`src/rtl/src_queue_pkg.sv`:
```
// Shared constants and types for the per-source request queue and arbiter.
// The top module and its bench take their default geometry from here.
package src_queue_pkg;

  localparam int LG_N = 2;
  localparam int LG_D = 2;
  localparam int W    = 64;
  localparam int N    = 1 << LG_N;
  localparam int D    = 1 << LG_D;

  typedef logic [W-1:0]    payload_t;
  typedef logic [LG_N-1:0] src_idx_t;

endpackage

```
`src/rtl/src_fifo.sv`:
```
// Single-source request FIFO: power-of-two depth, wrapping pointers, explicit count.
// Push is ignored while full and pop is ignored while empty.
module src_fifo #(
  parameter int W    = 64,
  parameter int LG_D = 2
) (
  input  logic         clk,
  input  logic         rst,
  input  logic         push,
  input  logic [W-1:0] push_data,
  input  logic         pop,
  output logic [W-1:0] head,
  output logic         full,
  output logic         empty
);

  localparam int D = 1 << LG_D;
  localparam logic [LG_D:0] DEPTH = {1'b1, {LG_D{1'b0}}};

  logic [W-1:0]    mem [D];
  logic [LG_D-1:0] wr_ptr;
  logic [LG_D-1:0] rd_ptr;
  logic [LG_D:0]   count;
  logic            push_ok;
  logic            pop_ok;

  assign full    = (count == DEPTH);
  assign empty   = (count == '0);
  assign push_ok = push && !full;
  assign pop_ok  = pop && !empty;
  assign head    = mem[rd_ptr];

  // NOTE: storage is deliberately left out of reset; count and pointers alone decide what is valid.
  always_ff @(posedge clk) begin
    if (push_ok) mem[wr_ptr] <= push_data;
  end

  always_ff @(posedge clk or negedge rst) begin
    if (!rst) begin
      wr_ptr <= '0;
      rd_ptr <= '0;
      count  <= '0;
    end else begin
      if (push_ok) wr_ptr <= wr_ptr + 1'b1;
      if (pop_ok)  rd_ptr <= rd_ptr + 1'b1;
      case ({push_ok, pop_ok})
        2'b10:   count <= count + 1'b1;
        2'b01:   count <= count - 1'b1;
        default: count <= count;
      endcase
    end
  end

endmodule

```
`src/rtl/src_queue_arb.sv`:
```
// N private request FIFOs feeding one registered output slot through a rotating-priority
// arbiter; deq_src tags each request with the source it came from.
module src_queue_arb #(
  parameter int LG_N = src_queue_pkg::LG_N,
  parameter int LG_D = src_queue_pkg::LG_D,
  parameter int W    = src_queue_pkg::W
) (
  input  logic                  clk,
  input  logic                  rst,
  input  logic [(1<<LG_N)-1:0]  enq_valid,
  output logic [(1<<LG_N)-1:0]  enq_ready,
  input  logic [(1<<LG_N)*W-1:0] enq_data,
  output logic                  deq_valid,
  input  logic                  deq_ready,
  output logic [W-1:0]          deq_data,
  output logic [LG_N-1:0]       deq_src,
  output logic [(1<<LG_N)-1:0]  q_empty
);

  localparam int N = 1 << LG_N;

  logic [N-1:0]    full;
  logic [N-1:0]    empty;
  logic [N-1:0]    req;
  logic [N-1:0]    rot;
  logic [N-1:0]    pop;
  logic [W-1:0]    head [N];
  logic [LG_N-1:0] r_ptr;
  logic [LG_N-1:0] first;
  logic [LG_N-1:0] winner;
  logic            any_req;
  logic            slot_free;
  logic            grant;

  // Gating with rst holds enq_ready low while reset is asserted and lets it rise with the release.
  assign enq_ready = ~full & {N{rst}};
  assign q_empty   = empty;
  assign req       = ~empty;
  assign any_req   = |req;
  assign slot_free = !deq_valid || deq_ready;
  assign grant     = slot_free && any_req;

  // Rotate so candidate r_ptr sits at bit 0, take the lowest set bit, then rotate back.
  always_comb begin
    rot = '0;
    for (int i = 0; i < N; i++) rot[i] = req[LG_N'(i) + r_ptr];
  end

  // NOTE: descending loop with blocking overwrite leaves the lowest set index; the default keeps it latch-free.
  always_comb begin
    first = '0;
    for (int i = N - 1; i >= 0; i--) begin
      if (rot[i]) first = LG_N'(i);
    end
  end

  assign winner = first + r_ptr;

  for (genvar g = 0; g < N; g++) begin : g_src
    assign pop[g] = grant && (winner == LG_N'(g));

    src_fifo #(
      .W    (W),
      .LG_D (LG_D)
    ) u_fifo (
      .clk       (clk),
      .rst       (rst),
      .push      (enq_valid[g] && enq_ready[g]),
      .push_data (enq_data[g*W +: W]),
      .pop       (pop[g]),
      .head      (head[g]),
      .full      (full[g]),
      .empty     (empty[g])
    );
  end

  always_ff @(posedge clk or negedge rst) begin
    if (!rst) begin
      deq_valid <= 1'b0;
      deq_data  <= '0;
      deq_src   <= '0;
      r_ptr     <= '0;
    end else if (slot_free) begin
      if (any_req) begin
        deq_valid <= 1'b1;
        deq_data  <= head[winner];
        deq_src   <= winner;
        r_ptr     <= winner + 1'b1;
      end else begin
        deq_valid <= 1'b0;
      end
    end
  end

endmodule

```
`config.mk`:
```
export PLATFORM = sky130hd
export DESIGN_NAME = src_queue_arb
export DESIGN_NICKNAME = d
export VERILOG_FILES = /design/src/rtl/src_queue_pkg.sv /design/src/rtl/src_fifo.sv /design/src/rtl/src_queue_arb.sv
export SDC_FILE = /design/constraint.sdc
export NUM_CORES = 1
export LEC_CHECK = 0
export ABC_AREA = 0
export ABC_CLOCK_PERIOD_IN_PS = 4800
export BUFFER_PORTS_ARGS = -buffer_cell sky130_fd_sc_hd__buf_4
export CAP_MARGIN = 15
export CORE_ASPECT_RATIO = 1.2
export CORE_MARGIN = 2
export CORE_UTILIZATION = 45
export DETAILED_ROUTE_END_ITERATION = 10
export PLACE_DENSITY = 0.68
export SYNTH_ARGS = -nofsm -noshare
export SYNTH_HDL_FRONTEND = slang
export SYNTH_HIERARCHICAL = 1
export SYNTH_SLANG_ARGS = --single-unit
export TNS_END_PERCENT = 100
```
`constraint.sdc`:
```
create_clock -name clk -period 4.8 [get_ports clk]
set_input_delay 0.24 -clock clk [delete_from_list [all_inputs] [get_ports clk]]
set_output_delay 0.24 -clock clk [all_outputs]
set_load 0.01 [all_outputs]
```
* Word level (Yosys, flattened, before mapping)
Memory sizes are Yosys's and may differ from the RTL's. Cells that the tools add are included.
Storage, ports and cells: bits in registers 97, bits in latches 0, memory bits (writable) 1024, memory bits (read-only) 0, input port bits 263, logic and storage cells 131, memories kept 4
Operators by class: add/subtract/negate cells 21, multiply operators 0, div/mod/pow operators 0, magnitude comparators 5, eq/ne operators 15, shift-type cells 0, muxes and demuxes 28, bitwise gates (word level) 4, reductions and logical operators 38
Memory list:
- g_src[0].u_fifo.mem | words 4, bits a word 64, read ports 1, clocked after Yosys merged registers in 0, write ports 1, line src_fifo.sv:20 | logic [W-1:0] mem [D];
- g_src[1].u_fifo.mem | words 4, bits a word 64, read ports 1, clocked after Yosys merged registers in 0, write ports 1, line src_fifo.sv:20
- g_src[2].u_fifo.mem | words 4, bits a word 64, read ports 1, clocked after Yosys merged registers in 0, write ports 1, line src_fifo.sv:20
- g_src[3].u_fifo.mem | words 4, bits a word 64, read ports 1, clocked after Yosys merged registers in 0, write ports 1, line src_fifo.sv:20
Operator list (number):
- $bmux 64 s2 | 1
- $mux 64 | 2
- $pmux 3 s2 | 4
- $add 2x1->2 const B | 9
- $logic_and 1x1->1 | 17
- $mux 1 | 13
- $add 3x1->3 const B | 4
- $eq 2x2->1 const B | 6
- $eq 3x3->1 const B | 4
- $logic_not 3->1 | 4
- $lt 2x3->1 const B | 4
- $sub 3x1->3 const B | 4
- $eq 2x1->1 const B | 5
- $logic_not 1->1 | 9
- $bmux 1 s2 | 4
- $mux 2 | 4
- $not 4->4 | 2
- $reduce_bool 2->1 | 4
- $add 2x2->2 const A | 2
- $and 4x4->4 | 1
- $reduce_or 4->1 | 1
- $ge 3x3->1 const B | 1
- $not 2->3 | 1
- $add 1x2->2 const A | 1
- other kinds (4) | 4

* Longest topological paths before layout
depth in word-level cells 14, gate-level depth with buffers 18

* Cells and area by module
The synthesis kept the hierarchy.
By module, submodules not included:
- src_fifo | times used 4, cells an instance 371, area an instance 9655.5 um^2, sequential area each 7862.5 um^2
- src_queue_arb | times used 1, cells an instance 499, area an instance 4914.7 um^2, sequential area each 1726.7 um^2

* Worst setup path after synthesis
OpenSTA, ideal clock, no wires.
path type register to register, start reg g_src[1].u_fifo.count[0], end reg g_src[0].u_fifo.count[2], setup time 79 ps, data arrival time 4058 ps, required time 4721 ps, slack 663 ps, stages on the path, launching flop included 19, clock period less this slack 4137 ps, path through dfrtp_1 nor3_1 inv_1 a21o_1 a221oi_1 a21oi_1 ha_1 xnor2_1 xnor2_4 buf_12 buf_12 and3_1 o31a_1 ha_1 inv_1 fa_1 xor2_1 nor2_1 xor2_1
Between the ends: word-level cells in the longest chain between the ends 14, elaborated cells between the ends (all ways) 24, classes of those cells add/sub: 1; eq/ne: 2; mux: 13; bitwise: 1; reduce/logical: 7
RTL lines:
- from (decl) | line src_fifo.sv:23 | logic [LG_D:0] count;
- from (signal assigned) | line src_fifo.sv:47 | 2'b10: count <= count + 1'b1;
- from (signal assigned) | line src_fifo.sv:48 | 2'b01: count <= count - 1'b1;
- from (signal assigned) | line src_fifo.sv:49 | default: count <= count;
- $logic_not 3->1 * | line src_fifo.sv:28 | assign empty = (count == '0);
- net q_empty[1] | line src_queue_arb.sv:17 | output logic [(1<<LG_N)-1:0] q_empty
- $not 4->4 * | line src_queue_arb.sv:38 | assign req = ~empty;
- $bmux 1 s2 | line src_queue_arb.sv:46 | for (int i = 0; i < N; i++) rot[i] = req[LG_N'(i) + r_ptr];
- $mux 1 (not written as such) | line src_queue_arb.sv:46
- $mux 2 (4 in a row) | line src_queue_arb.sv:53 | if (rot[i]) first = LG_N'(i);
- $add 2x2->2 | line src_queue_arb.sv:57 | assign winner = first + r_ptr;
- $logic_not 2->1 | line src_queue_arb.sv:60 | assign pop[g] = grant && (winner == LG_N'(g));
- $logic_and 1x1->1 * | line src_queue_arb.sv:60
- net pop[0] | line src_queue_arb.sv:26 | logic [N-1:0] pop;
- $logic_and 1x1->1 * | line src_fifo.sv:30 | assign pop_ok = pop && !empty;
- net g_src[0].u_fifo.pop_ok | line src_fifo.sv:25 | logic pop_ok;
- $eq 2x1->1 / $eq 2x2->1 (equally long branches) | line src_fifo.sv:46 | case ({push_ok, pop_ok})
- $pmux 3 s2 / $reduce_bool 2->1 (equally long branches)
- to (signal assigned) | line src_fifo.sv:47
- to (signal assigned) | line src_fifo.sv:48
- to (signal assigned) | line src_fifo.sv:49
- to (decl) | line src_fifo.sv:23
Mark *: on every way through the listed nets, which the timed path passes. The rest lies on a longest branch. The select of a mux whose other input is x is not followed. A chain may end at the register's enable or synchronous reset.

* Worst setup path after layout
start reg g_src[0].u_fifo.count[0], end reg g_src[3].u_fifo.count[2]
Between the ends: word-level cells in the longest chain between the ends 14, elaborated cells between the ends (all ways) 24, classes of those cells add/sub: 1; eq/ne: 3; mux: 13; bitwise: 1; reduce/logical: 6
RTL lines (line):
- $logic_not 3->1 * | src_fifo.sv:28
- $not 4->4 * | src_queue_arb.sv:38
- $bmux 1 s2 | src_queue_arb.sv:46
- $mux 1 (not written as such) | src_queue_arb.sv:46
- $mux 2 (4 in a row) | src_queue_arb.sv:53
- $add 2x2->2 | src_queue_arb.sv:57
- $eq 2x2->1 | src_queue_arb.sv:60
- $logic_and 1x1->1 * | src_queue_arb.sv:60
- net pop[3] | src_queue_arb.sv:26
- $logic_and 1x1->1 * | src_fifo.sv:30
- net g_src[3].u_fifo.pop_ok | src_fifo.sv:25
- $eq 2x1->1 / $eq 2x2->1 (equally long branches) | src_fifo.sv:46
- $pmux 3 s2 / $reduce_bool 2->1 (equally long branches)
- to (signal assigned) | src_fifo.sv:47
- to (signal assigned) | src_fifo.sv:48
- to (signal assigned) | src_fifo.sv:49
- to (decl) | src_fifo.sv:23
Marks and branches as above.

==> impl_metrics.py <==
metrics = {
    "run_status": {
        "outcome": "completed",
    },
    "route": {
        "drt_wl_total_mm": 105,
        "postRouteAntennaNets": 0,
        "post_drt_wl_per_cell_um": 26.3,
        "viasPerCell": 5.56,
        "drt-initial-drc-count": 1904,
        "drc": 0,
        "vias": 22200,
        "dr.pass1.iters": 5,
    },
    "clock_network": {
        "htree_levels": 3,
        "cts-resized-gates": 0,
        "cts_sinks": 1121,
        "cts_buffers": 106,
        "clockBufferDepth": 3,
        "cts_tree": "yes",
        "clk_latency_ns": 0.69,
        "clk_pin_slew_ns": 0.06,
        "cts-root-buf": "clkbuf_16",
    },
    "power_and_ir_drop": {
        "switching_share_pct": 32.8,
        "pwr-share-seq_pct": 41.4,
        "power_frac_clock_pct": 26.6,
        "power_switching_w": 0.0107,
        "leakage_nw": 18.4,
        "p_int_w": 0.0220,
        "power.total_w": 0.0327,
        "ir_worst_vdd_v": 0.000534,
        "combPwrFrac_pct": 32.0,
        "p_per_area_nw_per_um2": 610,
    },
    "sta": {
        "setup_tns_ns": 0,
        "relSlewSlack_pct": 20.8,
        "finalCriticalPeriod_ns": 4.08,
        "drv_slew": 0,
        "finalHoldViolCount": 0,
        "timing.hold.ws_ns": 0.130,
        "worstMarginPinSlew_ns": 1.19,
        "setup_viol": 0,
        "setup_slack_ns": 0.717,
        "period_share_pct": 85.1,
        "skew_ns": 0.0280,
        "rsz0062_at_grt": "no",
        "timing.fmax_ghz": 0.245,
    },
    "synthesis": {
        "netlist_area_um2": 43500,
        "post-synth-top-area-cell": "edfxtp_1",
        "syn_avg_cell_area_um2": 22.0,
        "synthSimpleGateAreaFrac_pct": 2.35,
        "synth.distinct_cells": 47,
        "synth_async_sr_flop_share_pct": 8.65,
        "ys_seq_elements": 1121,
        "ys_warn_count": 6,
        "synth_edf_count": 1024,
        "synth.yosys.seq_area_share_pct": 76.2,
        "synth_xor_area_share_pct": 0.586,
        "yosysTopAreaCellShare_pct": 70.6,
        "synth_compound_area_share_pct": 2.45,
        "synth_top_family_by_area": "multiplexers",
        "synth_mux_area_share_pct": 15.6,
        "synth-adder-area-share_pct": 0.816,
        "ys_top_cells_by_area": "edfxtp_1, mux4_2, dfrtp_1, mux2i_1, o2111ai_1",
        "synth_flop_cell": "edfxtp_1",
        "syn_inst": 1983,
        "syn-num-nets": 2272,
    },
    "critical_path": {
        "slowest_stage": "nor3_1",
        "required_ns": 5.40,
        "worstSetupPathType": "reg2reg",
        "worstPathMaxFanout": 17,
        "cp.arrival_ns": 4.68,
        "cp_cell_sequence": "nor3_1 > o22ai_1 > a21oi_1 > a21oi_1 > ha_4 > xnor2_1 > xnor2_4 > buf_4 > nor2_1 > o31a_1 > ha_1 > inv_1 > fa_1 > xor2_1 > nor2_1 > xor2_1",
        "crit_path_end_kind": "register",
        "max_stage_delay_ns": 0.59,
        "start_kind": "register",
    },
    "layout": {
        "fillers": 7279,
        "regArea_um2": 33200,
        "area_delta_synth_final_pct": 23.2,
        "multi_input_area_um2": 9530,
        "drive_gt1_share_pct": 31.3,
        "final_common_cell": "edfxtp_1",
        "fin_cells": 3995,
        "fin_nets": 2906,
        "layout_common_cells": "edfxtp_1, buf_4, dlygate4sd3_1",
    },
    "worst_hold_path": {
        "hp-class": "in2async",
    },
    "global_route": {
        "antenna_found_initial": 19,
        "overflow": 0,
        "grtUsageTotal_pct": 21.1,
        "grt_pass1_vias": 23000,
        "grt_max_degree": 132,
        "grt_pass1_wl_mm": 153,
    },
    "floorplanning": {
        "die_area_um2": 99300,
        "start_util_pct": 45.2,
        "num_rows": 125,
        "die_h_um": 345,
        "io_pins": 338,
        "core_area_um2": 96300,
        "die_width_um": 288,
    },
    "placed_design": {
        "portBuffers": 337,
        "dp_slack_ns": 0.763,
        "place_congestion": 0.835,
        "dp_hpwl_mm": 65.9,
        "dp.cells": 3521,
    },
    "run": {
        "cap_violations": 0,
    },
}
-- registers in the layout (all words and copies together) (netlist names) --
name                 flops
deq_data                64
g_src.u_fifo/rd_ptr      8
g_src.u_fifo/count      12
deq_valid                1
g_src.u_fifo/wr_ptr      8
deq_src                  2
r_ptr                    2
g_src.u_fifo/mem      1024
-- cells in the mapped netlist, drive strengths merged, types with 2 or more instances --
cell type,count
nand2,46
ha,22
xor2,12
fa,4
nand2b,40
inv,27
o31a,4
nor2,33
dfrtp,97
o22ai,2
nor3b,5
xnor2,15
mux2,4
edfxtp,1024
o211ai,2
nor3,33
a221o,27
o2111ai,37
o21ai,2
o311ai,37
mux2i,96
a21oi,2
clkbuf,38
buf,74
mux4,256
nor2b,10
and2,21
or3b,2
-- power by group through the flow --
stage	Clock (W)	Sequential, W	Combinational (W)
detailed placement	0	0.0138	0.0103
finish	0.00869	0.0136	0.0105
global route	0.00924	0.0137	0.0112
floorplan	0	0.0129	0.00765
CTS	0.00885	0.0136	0.0106
global placement	0	0.0137	0.0101
-- per-stage QoR --
step	cell area, um2	util [%]
after floorplan	43500	-
after global placement	47300	49.1
after detailed placement	47300	49.1
after CTS	53600	55.6
after global routing	53600	55.7
final	53600	55.7
-- path summary, 6_finish.rpt --
check | startpoint | end | cells after the start | slack [ns]
max | g_src[0].u_fifo/count[0] | g_src[3].u_fifo/count[2] | 16 | 0.72
min | rst | deq_data[60] | 2 | 0.13
max reg2reg | g_src[0].u_fifo/count[0] | g_src[3].u_fifo/count[2] | 16 | 0.72
min reg2reg | deq_data[34] | deq_data[34] | 2 | 0.49
max in group asynchronous | rst | deq_data[31] | 3 | 3.23
min in group clk | enq_valid[1] | g_src[1].u_fifo/wr_ptr[0] | 4 | 0.18
-- cell type report --
class / count / share of cell area [%]
timing repair buffer: 638 / 10.3
clock inverter: 65 / 1.54
multi-input combinational: 723 / 17.8
inverter: 27 / 0.189
tap: 1270 / 2.96
sequential: 1121 / 61.9
clock buffer: 136 / 5.31
antenna: 15 / 0.0700
-- cells by family (layout without fill, tap and decap cells) --
family,after synthesis,after routing
AO/OA/AOI/OAI,119,119
adder cells (fa/ha/maj),26,26
multiplexers,356,356
XOR/XNOR,27,27
buffers and inverters,139,866
flip-flops,1121,1121
other,0,15
AND/OR/NAND/NOR,195,195
-- per-layer routing --
| layer | vias to the layer above | GRT usage, % | wire length (um) |
|---|---|---|---|
| met5 | - | 0 | 94 |
| met4 | 16 | 6.02 | 2650 |
| met3 | 154 | 4.24 | 7590 |
| met2 | 760 | 33.8 | 50700 |
| met1 | 11700 | 29.8 | 43900 |
| li1 | 9558 | - | - |
-- worst max-delay path, delay by kind of cell (launching register included) --
family | cells | cell delay (ns)
xor+xnor | 4 | 0.91
simple gates | 3 | 0.82
fa+ha+maj | 3 | 0.80
compound gates | 4 | 0.71
flops | 1 | 0.44
buf+inv | 2 | 0.33
-- what timing repair did --
action,in CTS,in global routing
endpoints found under the hold margin,1064,0
buffers inserted,0,0
hold buffers,258,0
Note: power is estimated with default switching activity, not from simulation.
